==> config.mk <==
export PLATFORM = sky130hd
export DESIGN_NAME = seg_digit_render
export DESIGN_NICKNAME = d
export VERILOG_FILES = /design/src/rtl/seg_digit_render.sv
export SDC_FILE = /design/constraint.sdc
export NUM_CORES = 1
export LEC_CHECK = 0
export CELL_PAD_IN_SITES_DETAIL_PLACEMENT = 0
export CELL_PAD_IN_SITES_GLOBAL_PLACEMENT = 1
export CORE_UTILIZATION = 46
export CTS_BUF_LIST = sky130_fd_sc_hd__clkbuf_8
export CTS_CLUSTER_DIAMETER = 30
export DETAILED_ROUTE_END_ITERATION = 8
export GPL_ROUTABILITY_DRIVEN = 0
export PLACE_DENSITY_LB_ADDON = 0.08
export SYNTH_ARGS = -nofsm -noshare
export SYNTH_HDL_FRONTEND = slang
export SYNTH_SLANG_ARGS = --single-unit
==> constraint.sdc <==
create_clock -name PixelClk -period 4 [get_ports PixelClk]
set_clock_uncertainty 0.05 [all_clocks]
set_input_delay 0.8 -clock PixelClk [delete_from_list [all_inputs] [get_ports PixelClk]]
set_output_delay 0.8 -clock PixelClk [all_outputs]
set_load 0.1 [all_outputs]
==> src/rtl/seg_digit_render.sv <==
// seg_digit_render: overlays a row of 7-segment hex digits on an RGB565 video stream.
// Host writes land in shadow digit registers and are committed at the vsync fall.
// Optional blink support is compiled in with `define SEG_DIGIT_BLINK_EN.
module seg_digit_render #(
  parameter int          H_START    = 182,
  parameter int          NUM_DIGITS = 8,
  parameter int          ORIGIN_X   = 64,
  parameter int          ORIGIN_Y   = 64,
  parameter int          DIGIT_W    = 48,
  parameter int          DIGIT_H    = 80,
  parameter int          DIGIT_GAP  = 16,
  parameter int          SEG_T      = 8,
  parameter logic [15:0] FG         = 16'h07E0,
  parameter logic [15:0] BG         = 16'h0000
) (
  input  logic        PixelClk,
  input  logic        nRST,
  input  logic [15:0] PixelCount,
  input  logic [15:0] LineCount,
  input  logic        de_in,
  input  logic        hs_in,
  input  logic        vs_in,
  input  logic        wr_en,
  input  logic [2:0]  wr_addr,
  input  logic [5:0]  wr_data,
  output logic [4:0]  LCD_R,
  output logic [5:0]  LCD_G,
  output logic [4:0]  LCD_B,
  output logic        LCD_DE,
  output logic        LCD_HSYNC,
  output logic        LCD_VSYNC
);
  localparam logic [15:0] L_H_START  = 16'(H_START);
  localparam logic [15:0] L_OX       = 16'(ORIGIN_X);
  localparam logic [15:0] L_OY       = 16'(ORIGIN_Y);
  localparam logic [15:0] L_Y_END    = 16'(ORIGIN_Y + DIGIT_H);
  localparam logic [15:0] L_W_LAST   = 16'(DIGIT_W - 1);
  localparam logic [15:0] L_GAP_LAST = 16'((DIGIT_GAP > 0) ? (DIGIT_GAP - 1) : 0);
  localparam bit          L_HAS_GAP  = (DIGIT_GAP > 0);
  localparam logic [3:0]  L_ND       = 4'(NUM_DIGITS);
  localparam logic [15:0] L_T        = 16'(SEG_T);
  localparam logic [15:0] L_W        = 16'(DIGIT_W);
  localparam logic [15:0] L_W_T      = 16'(DIGIT_W - SEG_T);
  localparam logic [15:0] L_H        = 16'(DIGIT_H);
  localparam logic [15:0] L_H_T      = 16'(DIGIT_H - SEG_T);
  localparam logic [15:0] L_HALF     = 16'(DIGIT_H / 2);
  localparam logic [15:0] L_G_TOP    = 16'(DIGIT_H / 2 - SEG_T / 2);
  localparam logic [15:0] L_G_BOT    = 16'(DIGIT_H / 2 + SEG_T / 2);
  localparam logic [5:0]  L_BLANK    = 6'b010000;

  // Standard 7-segment pattern for a hex value; bit 0 = a ... bit 6 = g.
  function automatic logic [6:0] f_hex_to_seg(input logic [3:0] hex);
    logic [6:0] seg;
    case (hex)
      4'h0:    seg = 7'h3F;
      4'h1:    seg = 7'h06;
      4'h2:    seg = 7'h5B;
      4'h3:    seg = 7'h4F;
      4'h4:    seg = 7'h66;
      4'h5:    seg = 7'h6D;
      4'h6:    seg = 7'h7D;
      4'h7:    seg = 7'h07;
      4'h8:    seg = 7'h7F;
      4'h9:    seg = 7'h6F;
      4'hA:    seg = 7'h77;
      4'hB:    seg = 7'h7C;
      4'hC:    seg = 7'h39;
      4'hD:    seg = 7'h5E;
      4'hE:    seg = 7'h79;
      default: seg = 7'h71;
    endcase
    return seg;
  endfunction

  // Which segment areas cover cell-local pixel (cx, cy); same bit order as f_hex_to_seg.
  function automatic logic [6:0] f_seg_hit(input logic [15:0] cx, input logic [15:0] cy);
    logic       mid_col, left_col, right_col, upper, lower;
    logic [6:0] hit;
    mid_col   = (cx >= L_T) && (cx < L_W_T);
    left_col  = (cx < L_T);
    right_col = (cx >= L_W_T) && (cx < L_W);
    upper     = (cy >= L_T) && (cy < L_HALF);
    lower     = (cy >= L_HALF) && (cy < L_H_T);
    hit[0] = mid_col && (cy < L_T);
    hit[1] = right_col && upper;
    hit[2] = right_col && lower;
    hit[3] = mid_col && (cy >= L_H_T) && (cy < L_H);
    hit[4] = left_col && lower;
    hit[5] = left_col && upper;
    hit[6] = mid_col && (cy >= L_G_TOP) && (cy < L_G_BOT);
    return hit;
  endfunction

  logic [5:0]  r_shadow [8];
  logic [5:0]  r_active [8];
  logic        r_de_prev, r_vs_prev;
  logic [15:0] r_cx;
  logic        r_gap;
  logic [3:0]  r_dig;
  logic [15:0] r_p1_rgb, r_rgb;
  logic        r_p1_de, r_p1_hs, r_p1_vs, r_de, r_hs, r_vs;

  logic        w_de_rise, w_commit, w_wr_ok, w_adv, w_y_in, w_in_cell;
  logic        w_lit, w_blank, w_blink_off;
  logic [15:0] w_x, w_cy, w_cx, w_cx_n, w_rgb;
  logic        w_gap, w_gap_n;
  logic [3:0]  w_dig, w_dig_n;
  logic [5:0]  w_digit;

  assign w_de_rise = de_in & ~r_de_prev;
  assign w_commit  = r_vs_prev & ~vs_in;
  assign w_wr_ok   = wr_en && ({1'b0, wr_addr} < L_ND);

  // Counters restart for the pixel that raises DE, so the first active pixel sees zero.
  assign w_cx  = w_de_rise ? 16'd0 : r_cx;
  assign w_gap = w_de_rise ? 1'b0  : r_gap;
  assign w_dig = w_de_rise ? 4'd0  : r_dig;

  assign w_x    = PixelCount - L_H_START;
  assign w_adv  = de_in && (PixelCount >= L_H_START) && (w_x >= L_OX) && (w_dig < L_ND);
  assign w_cy   = LineCount - L_OY;
  assign w_y_in = (LineCount >= L_OY) && (LineCount < L_Y_END);

`ifdef SEG_DIGIT_BLINK_EN
  logic [5:0] r_frame;

  // Frame counter advances once per committed frame and drives the blink phase.
  always_ff @(posedge PixelClk or negedge nRST) begin
    if (!nRST) begin
      r_frame <= 6'd0;
    end else if (w_commit) begin
      r_frame <= r_frame + 6'd1;
    end else begin
      r_frame <= r_frame;
    end
  end

  assign w_blink_off = r_frame[5];
`else
  assign w_blink_off = 1'b0;
`endif

  // Shadow digits take host writes; active digits reload from the pre-write shadow at the vsync fall.
  always_ff @(posedge PixelClk or negedge nRST) begin
    if (!nRST) begin
      for (int i = 0; i < 8; i++) begin
        r_shadow[i] <= L_BLANK;
        r_active[i] <= L_BLANK;
      end
    end else begin
      if (w_commit) begin
        for (int i = 0; i < 8; i++) begin
          r_active[i] <= r_shadow[i];
        end
      end
      if (w_wr_ok) begin
        r_shadow[wr_addr] <= wr_data;
      end
    end
  end

  // Edge-detect history for DE (line start) and VSYNC (frame commit).
  always_ff @(posedge PixelClk or negedge nRST) begin
    if (!nRST) begin
      r_de_prev <= 1'b0;
      r_vs_prev <= 1'b1;
    end else begin
      r_de_prev <= de_in;
      r_vs_prev <= vs_in;
    end
  end

  // Step column-in-cell / gap / digit index by one pixel; digit index saturates past the row.
  always_comb begin
    w_cx_n  = w_cx;
    w_gap_n = w_gap;
    w_dig_n = w_dig;
    if (w_adv) begin
      if (w_gap) begin
        if (w_cx == L_GAP_LAST) begin
          w_cx_n  = 16'd0;
          w_gap_n = 1'b0;
          w_dig_n = w_dig + 4'd1;
        end else begin
          w_cx_n = w_cx + 16'd1;
        end
      end else if (w_cx == L_W_LAST) begin
        w_cx_n = 16'd0;
        if (L_HAS_GAP) begin
          w_gap_n = 1'b1;
        end else begin
          w_dig_n = w_dig + 4'd1;
        end
      end else begin
        w_cx_n = w_cx + 16'd1;
      end
    end else begin
      w_cx_n  = w_cx;
      w_gap_n = w_gap;
      w_dig_n = w_dig;
    end
  end

  // Horizontal position counters.
  always_ff @(posedge PixelClk or negedge nRST) begin
    if (!nRST) begin
      r_cx  <= 16'd0;
      r_gap <= 1'b0;
      r_dig <= 4'd0;
    end else begin
      r_cx  <= w_cx_n;
      r_gap <= w_gap_n;
      r_dig <= w_dig_n;
    end
  end

  assign w_digit   = r_active[w_dig[2:0]];
  assign w_blank   = w_digit[4] | (w_digit[5] & w_blink_off);
  assign w_in_cell = w_adv & ~w_gap & w_y_in;
  assign w_lit     = |(f_seg_hit(w_cx, w_cy) & f_hex_to_seg(w_digit[3:0]));
  assign w_rgb     = de_in ? ((w_in_cell && w_lit && !w_blank) ? FG : BG) : 16'h0000;

  // Two-stage output pipeline; syncs travel alongside the colour.
  always_ff @(posedge PixelClk or negedge nRST) begin
    if (!nRST) begin
      r_p1_rgb <= 16'h0000;
      r_p1_de  <= 1'b0;
      r_p1_hs  <= 1'b1;
      r_p1_vs  <= 1'b1;
      r_rgb    <= 16'h0000;
      r_de     <= 1'b0;
      r_hs     <= 1'b1;
      r_vs     <= 1'b1;
    end else begin
      r_p1_rgb <= w_rgb;
      r_p1_de  <= de_in;
      r_p1_hs  <= hs_in;
      r_p1_vs  <= vs_in;
      r_rgb    <= r_p1_rgb;
      r_de     <= r_p1_de;
      r_hs     <= r_p1_hs;
      r_vs     <= r_p1_vs;
    end
  end

  assign LCD_R     = r_rgb[15:11];
  assign LCD_G     = r_rgb[10:5];
  assign LCD_B     = r_rgb[4:0];
  assign LCD_DE    = r_de;
  assign LCD_HSYNC = r_hs;
  assign LCD_VSYNC = r_vs;
endmodule

==> impl_metrics.ini <==
[run_status]
status = complete, no violations

[synthesis]
synth_enable_flop_cells = 0
syn_area_um2 = 5860
synthAdderAreaFrac_pct = 3.42
yosys.area_share.simple_pct = 15.0
synth_xor_area_share_pct = 1.49
yosys_warnings = 0
synthCells = 540
synthFlopType = dfrtp_1
synth_cell_type_count = 62
synth_area_leaders = dfrtp_1 38%, mux2_2 15%, dfstp_2 9.0%
avgSynthCellArea_um2 = 10.9
synth_seq_cells = 109
synthDominantCellAreaShare_pct = 38.0
synthMuxAreaShare_pct = 18.7
yosysTopAreaCell = dfrtp_1
synth_compound_area_share_pct = 9.87
synth_async_sr_flop_share_pct = 100
synth_seq_area_share_pct = 47.0
synth_top_family_by_area = multiplexers

[die]
ios = 66
dieArea_um2 = 13200
num_rows = 40
die_y_um = 115
start_util_pct = 48.0
core_area_um2 = 12200
die_w_um = 115

[sta]
fin_ws_ns = 0.628
rsz0062_at_grt = no
hold_viol = 0
fmax_mhz = 297
slew_headroom_pct = 35.0
tns_ns = 0
report.final.setup_viol = 0
worst_pin_slew_ns = 0.968
fin_crit_sh_pct = 84.3
slew_viol_final = 0
min_period_ns = 3.37

[cts]
clockBufferDepth = 2
cts_made_buffers = 9
holdBufCountCts = 0
cts_setup_buffers = 0
clkTransAtPathRegs_ns = 0.11
cts_tree = done
cts_root_buf = clkbuf_8
cts.sinks = 109
cts_resized = 0
htree_levels = 3
clk_latency_ns = 0.39

[placed_design]
io_buffers = 54
dpl.hpwl_um = 9570
placed_cell_area_um2 = 6600
pre_cts_slack_ns = 0.216

[critical_path]
start_kind = input pin
critPathKind = in2reg
crit-reg2reg-launch = r_dig[0]
cp-startpoint = de_in
reg2reg_to = r_p1_rgb[9]
r2r_cells = 12
crit_path_end = r_p1_rgb[9]
crit_arrival_ns = 3.64
regToRegSetupSlack_ns = 0.94
crit_required_ns = 4.26
endpoint_kind = flip-flop
path_max_fanout = 6

[drt]
drc_errors = 0
wirelength_um = 13200
drt_pre_antenna_iters = 4
postRouteAntennaNets = 0
drt_iter0_drc = 205
vias = 4289
routedWlPerCell_um = 17.1
viasPerCell = 5.56

[flow_run]
drv_cap = 0

[min_path]
worst_hold_path_type = reg2reg
min_from = r_p1_hs

[power]
ir_drop_v = 0.000304
cellPowerDensity_nw_per_um2 = 402
power_w = 0.00272
p_leak_nw = 2.80

[cells_and_area]
nFillCells = 1129
layout.nets = 662
multi_input_area_um2 = 2890
layout_commonest_cell = dfrtp_1
register_area_um2 = 2750
n_antenna_cell = 0
area_delta_synth_final_pct = 15.7
fin_area_um2 = 6780
drive_gt1_share_pct = 24.5
layout_common_cells = 89 x dfrtp_1, 80 x mux2_2, 53 x clkdlybuf4s50_1

[global_routing]
grt_overflow_total = 0
grt_max_degree = 62
antenna_found_initial = 0
grt_pass1_wl_um = 21400
grt_pass1_vias = 4214
grt.total_usage_pct = 21.3
layer usage:
metal | track usage, % | part of all wire (%)
met5 | 0 | 0
met4 | 7.97 | 2.1
met3 | 3.80 | 3.8
met2 | 35.3 | 47
met1 | 28.1 | 47
how the worst min path moves through the flow:
stage | endpoint | depth (start not counted)
detailed placement | r_rgb[9] | 0
global placement | r_rgb[9] | 0
global route | LCD_HSYNC | 0
floorplan | r_rgb[9] | 0
CTS | LCD_HSYNC | 0
finish | LCD_HSYNC | 0
worst max-delay path, stage by stage:
cell	delay (ns)
clkdlybuf4s50_1	0.48
nor2b_1	0.19
nor2_1	0.50
a32oi_1	0.19
o21ai_0	0.19
inv_1	0.17
ha_1	0.27
inv_1	0.10
a21oi_1	0.05
a21oi_1	0.16
o221ai_1	0.16
and3_1	0.20
a31oi_1	0.17
logic make-up after synthesis:
group | after synthesis
xor+xnor | 10
compound gates | 85
flops | 109
mux | 97
simple gates | 169
fa+ha+maj | 16
other cells | 1
buf+inv | 53
flip-flops by register name, summed over array words and instances (netlist names):
name       flops
LCD_VSYNC      1
r_shadow      40
r_p1_rgb       1
r_rgb          1
r_p1_hs        1
r_gap          1
r_dig          4
LCD_DE         1
r_cx          16
r_active      40
r_p1_de        1
LCD_HSYNC      1
r_p1_vs        1
synth_stat cells (4+ instances only):
| master | instances |
|---|---|
| nor2b_1 | 4 |
| mux2i_1 | 15 |
| dfrtp_1 | 89 |
| and3_1 | 7 |
| a221o_1 | 4 |
| nor2_1 | 31 |
| clkbuf_1 | 9 |
| o22ai_1 | 5 |
| a31oi_1 | 6 |
| or3_1 | 5 |
| mux2_2 | 80 |
| and2_1 | 5 |
| nand3_1 | 22 |
| nand2_1 | 44 |
| nand2b_1 | 5 |
| o221ai_1 | 5 |
| nor3_1 | 11 |
| nand4_1 | 9 |
| nor4_1 | 7 |
| inv_1 | 19 |
| buf_1 | 6 |
| buf_4 | 15 |
| a21oi_1 | 17 |
| dfstp_2 | 20 |
| xor2_1 | 8 |
| o21ai_0 | 20 |
| buf_2 | 4 |
| ha_1 | 16 |
report_power, final:
part	switching (W)	total, W	leakage (nW)	internal (W)
logic	0.000321	0.000636	1.39	0.000314
registers	0.000117	0.00147	1.32	0.00135
clock network	0.000375	0.000616	0.0897	0.000242
area by class of cell:
| type | count | area share (%) |
|---|---|---|
| multi-input cells | 387 | 42.6 |
| flip-flops and latches | 109 | 40.6 |
| repair buffers | 73 | 10.0 |
| well taps | 168 | 3.10 |
| clock buffers | 10 | 2.03 |
| inverters | 19 | 1.05 |
| clock inverters | 6 | 0.572 |
stage by stage:
| step | instances | util [%] | hold WS, ns |
|---|---|---|---|
| after global placement | 756 | 54.1 | 0.296 |
| final | 772 | 55.5 | 0.310 |
| after floorplan | 549 | - | 0.281 |
| after global routing | 772 | 55.5 | 0.315 |
| after detailed placement | 756 | 54.1 | 0.292 |
| after CTS | 772 | 55.5 | 0.312 |
Power figures use the tool's default switching activity.
